## src/rtl/uart_tx_arbiter_if.sv

```systemverilog
// Handshake bundle between the requesters, the arbiter and the UART transmitter.
// The arbiter connects through the slave modport; the environment drives the master side.
interface uart_tx_arbiter_if #(
    parameter int NREQ = 4
);
    logic [NREQ-1:0]   req;
    logic [8*NREQ-1:0] req_byte;
    logic [NREQ-1:0]   ack;
    logic              transmit;
    logic [7:0]        tx_byte;
    logic              is_transmitting;
    logic              busy;
    logic              timeout_err;

    modport master (
        output req,
        output req_byte,
        output is_transmitting,
        input  ack,
        input  transmit,
        input  tx_byte,
        input  busy,
        input  timeout_err
    );

    modport slave (
        input  req,
        input  req_byte,
        input  is_transmitting,
        output ack,
        output transmit,
        output tx_byte,
        output busy,
        output timeout_err
    );
endinterface

```

## src/rtl/uart_tx_arbiter.sv

```systemverilog
// Shares one UART transmitter among NREQ requesters: round-robin by default,
// fixed lowest-index priority when UART_ARB_FIXED_PRIO_EN is defined.
module uart_tx_arbiter #(
    parameter int NREQ         = 4,
    parameter int BUSY_TIMEOUT = 15
) (
    input  logic             clk,
    input  logic             rst_n,
    uart_tx_arbiter_if.slave bus
);
    localparam int PW = (NREQ > 1) ? $clog2(NREQ) : 1;

    typedef enum logic [1:0] {
        IDLE,
        WAIT_BUSY,
        WAIT_DONE
    } state_e;

    state_e          state_q;
    logic [7:0]      cnt_q;
    logic [NREQ-1:0] ack_q;
    logic            transmit_q;
    logic [7:0]      tx_byte_q;
    logic            timeout_err_q;

    logic            grant_valid_d;
    logic [PW-1:0]   grant_idx_d;
    logic [7:0]      cnt_inc;

    assign cnt_inc = cnt_q + 8'd1;

`ifdef UART_ARB_FIXED_PRIO_EN
    // Scanning downwards leaves the lowest requesting index as the winner.
    always_comb begin
        grant_valid_d = 1'b0;
        grant_idx_d   = '0;
        for (int i = NREQ - 1; i >= 0; i--) begin
            if (bus.req[i]) begin
                grant_valid_d = 1'b1;
                grant_idx_d   = PW'(i);
            end
        end
    end
`else
    logic [PW-1:0] ptr_q;
    logic [PW-1:0] cand_idx;

    // Walk the search order backwards so the candidate closest to the pointer wins.
    always_comb begin
        grant_valid_d = 1'b0;
        grant_idx_d   = '0;
        cand_idx      = '0;
        for (int k = NREQ - 1; k >= 0; k--) begin
            cand_idx = PW'((int'(ptr_q) + k) % NREQ);
            if (bus.req[cand_idx]) begin
                grant_valid_d = 1'b1;
                grant_idx_d   = cand_idx;
            end
        end
    end
`endif

    always_ff @(posedge clk or negedge rst_n) begin
        if (!rst_n) begin
            state_q       <= IDLE;
            cnt_q         <= 8'd0;
            ack_q         <= '0;
            transmit_q    <= 1'b0;
            tx_byte_q     <= 8'h00;
            timeout_err_q <= 1'b0;
`ifndef UART_ARB_FIXED_PRIO_EN
            ptr_q         <= '0;
`endif
        end else begin
            transmit_q <= 1'b0;
            ack_q      <= '0;
            case (state_q)
                IDLE: begin
                    if (grant_valid_d) begin
                        state_q    <= WAIT_BUSY;
                        transmit_q <= 1'b1;
                        ack_q      <= NREQ'(1) << grant_idx_d;
                        tx_byte_q  <= bus.req_byte[{grant_idx_d, 3'b000} +: 8];
                        cnt_q      <= 8'd0;
`ifndef UART_ARB_FIXED_PRIO_EN
                        ptr_q      <= (grant_idx_d == PW'(NREQ - 1)) ? '0 : grant_idx_d + 1'b1;
`endif
                    end
                end
                // A busy flag seen on the deadline cycle still counts as a start.
                WAIT_BUSY: begin
                    if (bus.is_transmitting) begin
                        state_q <= WAIT_DONE;
                    end else begin
                        cnt_q <= cnt_inc;
                        if (cnt_inc == 8'(BUSY_TIMEOUT)) begin
                            timeout_err_q <= 1'b1;
                            state_q       <= IDLE;
                        end
                    end
                end
                WAIT_DONE: begin
                    if (!bus.is_transmitting) begin
                        state_q <= IDLE;
                    end
                end
                default: state_q <= IDLE;
            endcase
        end
    end

    assign bus.ack         = ack_q;
    assign bus.transmit    = transmit_q;
    assign bus.tx_byte     = tx_byte_q;
    assign bus.busy        = (state_q != IDLE);
    assign bus.timeout_err = timeout_err_q;
endmodule

```

## src/flat_wrapper.sv

```systemverilog
// flat-port wrapper written by rule: the top's interface ports become plain ports
module uart_tx_arbiter_flat 
#(
    parameter int NREQ         = 4,
    parameter int BUSY_TIMEOUT = 15
)
  (clk, rst_n, bus_req, bus_req_byte, bus_is_transmitting, bus_ack, bus_transmit, bus_tx_byte, bus_busy, bus_timeout_err);
  uart_tx_arbiter_if #(.NREQ(NREQ)) bus_i ();
  input  logic clk;
  input  logic rst_n;
  input wire logic [$bits(bus_i.req)-1:0] bus_req;
  input wire logic [$bits(bus_i.req_byte)-1:0] bus_req_byte;
  input wire logic [$bits(bus_i.is_transmitting)-1:0] bus_is_transmitting;
  output wire logic [$bits(bus_i.ack)-1:0] bus_ack;
  output wire logic [$bits(bus_i.transmit)-1:0] bus_transmit;
  output wire logic [$bits(bus_i.tx_byte)-1:0] bus_tx_byte;
  output wire logic [$bits(bus_i.busy)-1:0] bus_busy;
  output wire logic [$bits(bus_i.timeout_err)-1:0] bus_timeout_err;
  assign bus_i.req = bus_req;
  assign bus_i.req_byte = bus_req_byte;
  assign bus_i.is_transmitting = bus_is_transmitting;
  assign bus_ack = bus_i.ack;
  assign bus_transmit = bus_i.transmit;
  assign bus_tx_byte = bus_i.tx_byte;
  assign bus_busy = bus_i.busy;
  assign bus_timeout_err = bus_i.timeout_err;
  uart_tx_arbiter #(.NREQ(NREQ), .BUSY_TIMEOUT(BUSY_TIMEOUT)) u_core (.clk(clk), .rst_n(rst_n), .bus(bus_i));
endmodule
```

## config.mk

```make
export PLATFORM = sky130hd
export DESIGN_NAME = uart_tx_arbiter_flat
export DESIGN_NICKNAME = d
export VERILOG_FILES = /design/src/rtl/uart_tx_arbiter_if.sv /design/src/rtl/uart_tx_arbiter.sv /design/src/flat_wrapper.sv
export SDC_FILE = /design/constraint.sdc
export NUM_CORES = 1
export LEC_CHECK = 0
export CORE_MARGIN = 2
export CORE_UTILIZATION = 44
export CTS_BUF_LIST = sky130_fd_sc_hd__clkbuf_16
export DETAILED_ROUTE_END_ITERATION = 8
export PLACE_DENSITY = 0.78
export SLEW_MARGIN = 20
export SYNTH_ARGS = -nofsm -noshare
export SYNTH_HDL_FRONTEND = slang
export SYNTH_SLANG_ARGS = --single-unit
```

## constraint.sdc

```tcl
create_clock -name clk -period 1.8 [get_ports clk]
set_input_delay 0.18 -clock clk [delete_from_list [all_inputs] [get_ports clk]]
set_output_delay 0.18 -clock clk [all_outputs]
set_load 0.02 [all_outputs]
```

==> flow_metrics.tcl <==
set metrics [dict create \
    status "completed" \
    whs_ns 0.279 \
    regArea_um2 651 \
    syn_area_um2 1500 \
    fin_util 0.658 \
    via_count 1334 \
    layout_setup_ws_ns 0.107 \
    worst_setup_path_end_kind "output port" \
    avgSynthCellArea_um2 10.3 \
    hold_violations 0 \
    drive_gt1_frac 0.0931 \
    ff2ff_setup_slack_ns 0.24 \
    multiInputGateArea_um2 758 \
    cts.clk_slew.worst_paths_ns 0.06 \
    synth-edff-count 0 \
    numCtsBuffers 3 \
    layout.nets 251 \
    min_period_ns 1.69 \
    rows 21 \
    place_ws_ns -0.121 \
    ys_types 39 \
    crit_type "reg -> out" \
    yosysMostFrequentCell "dfrtp_1" \
    io_pins 54 \
    num_antenna_cells 0 \
    clk_latency_ns 0.26 \
    synth_ff_type "dfrtp_1" \
    cts_root_buf "clkbuf_16" \
    grt_start_max_net_pins 27 \
    max_slew.worst_pin.slew_ns 0.442 \
    ys_top_cells_by_area "dfrtp_1 43%, mux2i_1 11%, ha_1 5.0%, nand2_1 4.5%, o221ai_1 4.1%" \
    ys_ff_latch 26 \
    cts_setup_buffers 0 \
    postRouteAntennaNets 0 \
    total_power_mw 3.00 \
    die_h_um 62.4 \
    fillers 285 \
    core-area_um2 3310 \
    yosysWarnings 0 \
    fmax_mhz 591 \
    die-area_um2 3890 \
    viasPerCell 5.34 \
    htreeDepth 1 \
    crit_path_max_fanout 7 \
    routed_wl_um 3660 \
    dr.first_iter.drc_count 25 \
    ys_seq_area_frac 0.434 \
    first_pass_iters 4 \
    cts.repair.resized 0 \
    p_leak_nw 0.999 \
    synthTopCellsByCount "26 x dfrtp_1, 18 x nand2_1, 17 x mux2i_1" \
    rsz0062_at_grt "no" \
    drv_slew 0 \
    drc 0 \
    hold_buffers 0 \
    start_util 0.453 \
    required_ns 1.62 \
    yosysTopAreaCellShare 0.434 \
    fin_worst_skew_ns 0.00326 \
    synth_nets 190 \
    slew_headroom 0.703 \
    grt_pass1_wl_um 6480 \
    cts_num_sinks 26 \
    setup_viol 0 \
    arrival_ns 1.51 \
    grt.total_usage 0.207 \
    ir_worst_vdd_mv 0.586 \
    area_growth_pct 45.4 \
    p_per_area_nw_per_um2 1380 \
    maxCapViolations 0 \
    fp.dieW_um 62.4 \
    start_kind "flop" \
    io_buffers 53 \
    gp_congestion 0.789 \
    synth_cells 145 \
    gr-total-overflow 0 \
    dp_hpwl_um 2840 \
    synth_async_sr_flop_share 1.00 \
    period_share 0.940 \
    cts_tree "built" \
    wl_per_cell_um 14.6 \
    hp-class "in -> async" \
    antenna_found_initial 0 \
    synth.largest_area_cell "dfrtp_1" \
    grt_pass1_vias 1426 \
    clk_path_buf_depth 2 \
]
-- through the flow --
stage / std cells / TNS, ns / cell area [um2]
after floorplan: 145 / 0 / 1500
after global placement: 247 / -0.191 / 2100
after detailed placement: 247 / -0.714 / 2100
after CTS: 250 / 0 / 2180
after global routing: 250 / 0 / 2180
final: 250 / 0 / 2180
-- state kept, by name, indices dropped and copies added (netlist names) --
| name | flops |
|---|---|
| u_core.bus.tx_byte | 8 |
| u_core.state_q | 2 |
| u_core.ptr_q | 2 |
| u_core.bus.transmit | 1 |
| u_core.bus.ack | 4 |
| u_core.bus.timeout_err | 1 |
| u_core.cnt_q | 8 |
-- placed cells by master (no fill, tap or decap), types with 3 or more instances in the layout --
master	instances
dfrtp_1	26
nor2b_1	3
xor2_1	3
o21ai_0	7
o221ai_1	7
clkdlybuf4s50_1	53
buf_4	8
and2_1	6
inv_1	5
nand3_1	6
mux2i_1	17
o21ai_1	4
nand2_1	18
nor2_1	4
clkbuf_16	3
ha_1	6
-- report_power, final --
part           internal (mW)  leakage, nW  switching, mW
Sequential             0.783        0.339          0.145
Clock                  0.294       0.0370          0.187
Combinational          0.767        0.623          0.826
Total                   1.84        0.999           1.16
-- per-layer routing --
metal | track usage | wire [um] | vias up
li1 | - | - | 635
met1 | 0.242 | 1410 | 659
met2 | 0.386 | 2060 | 35
met3 | 0.0272 | 141 | 5
met4 | 0.0722 | 55 | 0
met5 | 0 | 0 | -
-- worst paths after layout --
| kind | start | endpoint | cells past startpoint |
|---|---|---|---|
| max in group asynchronous | rst_n | u_core.cnt_q[3] | 2 |
| worst min register to register | u_core.bus.timeout_err | u_core.bus.timeout_err | 1 |
| worst max register to register | u_core.cnt_q[0] | u_core.state_q[0] | 6 |
| worst max-delay path | u_core.state_q[1] | bus_busy | 2 |
| worst min-delay path | rst_n | u_core.bus.timeout_err | 2 |
| min in group clk | u_core.bus.timeout_err | u_core.bus.timeout_err | 1 |
-- kinds of logic after synthesis --
family,synth area share
xor+xnor,0.0292
compound gates,0.140
buf+inv,0.0601
mux,0.114
simple gates,0.173
flops,0.434
fa+ha+maj,0.0501
-- critical path, cell delays in order, from the launching register on --
cell and delay [ns]:
dfrtp_1 0.45, or2_1 0.27, clkdlybuf4s50_1 0.54
-- cell type report --
cell class,instances,area share
tap,46,0.0264
multi-input combinational,107,0.348
sequential,26,0.299
timing repair buffer,62,0.280
inverter,6,0.0126
clock buffer,3,0.0344
No activity file was read; power rests on OpenSTA's default activity.
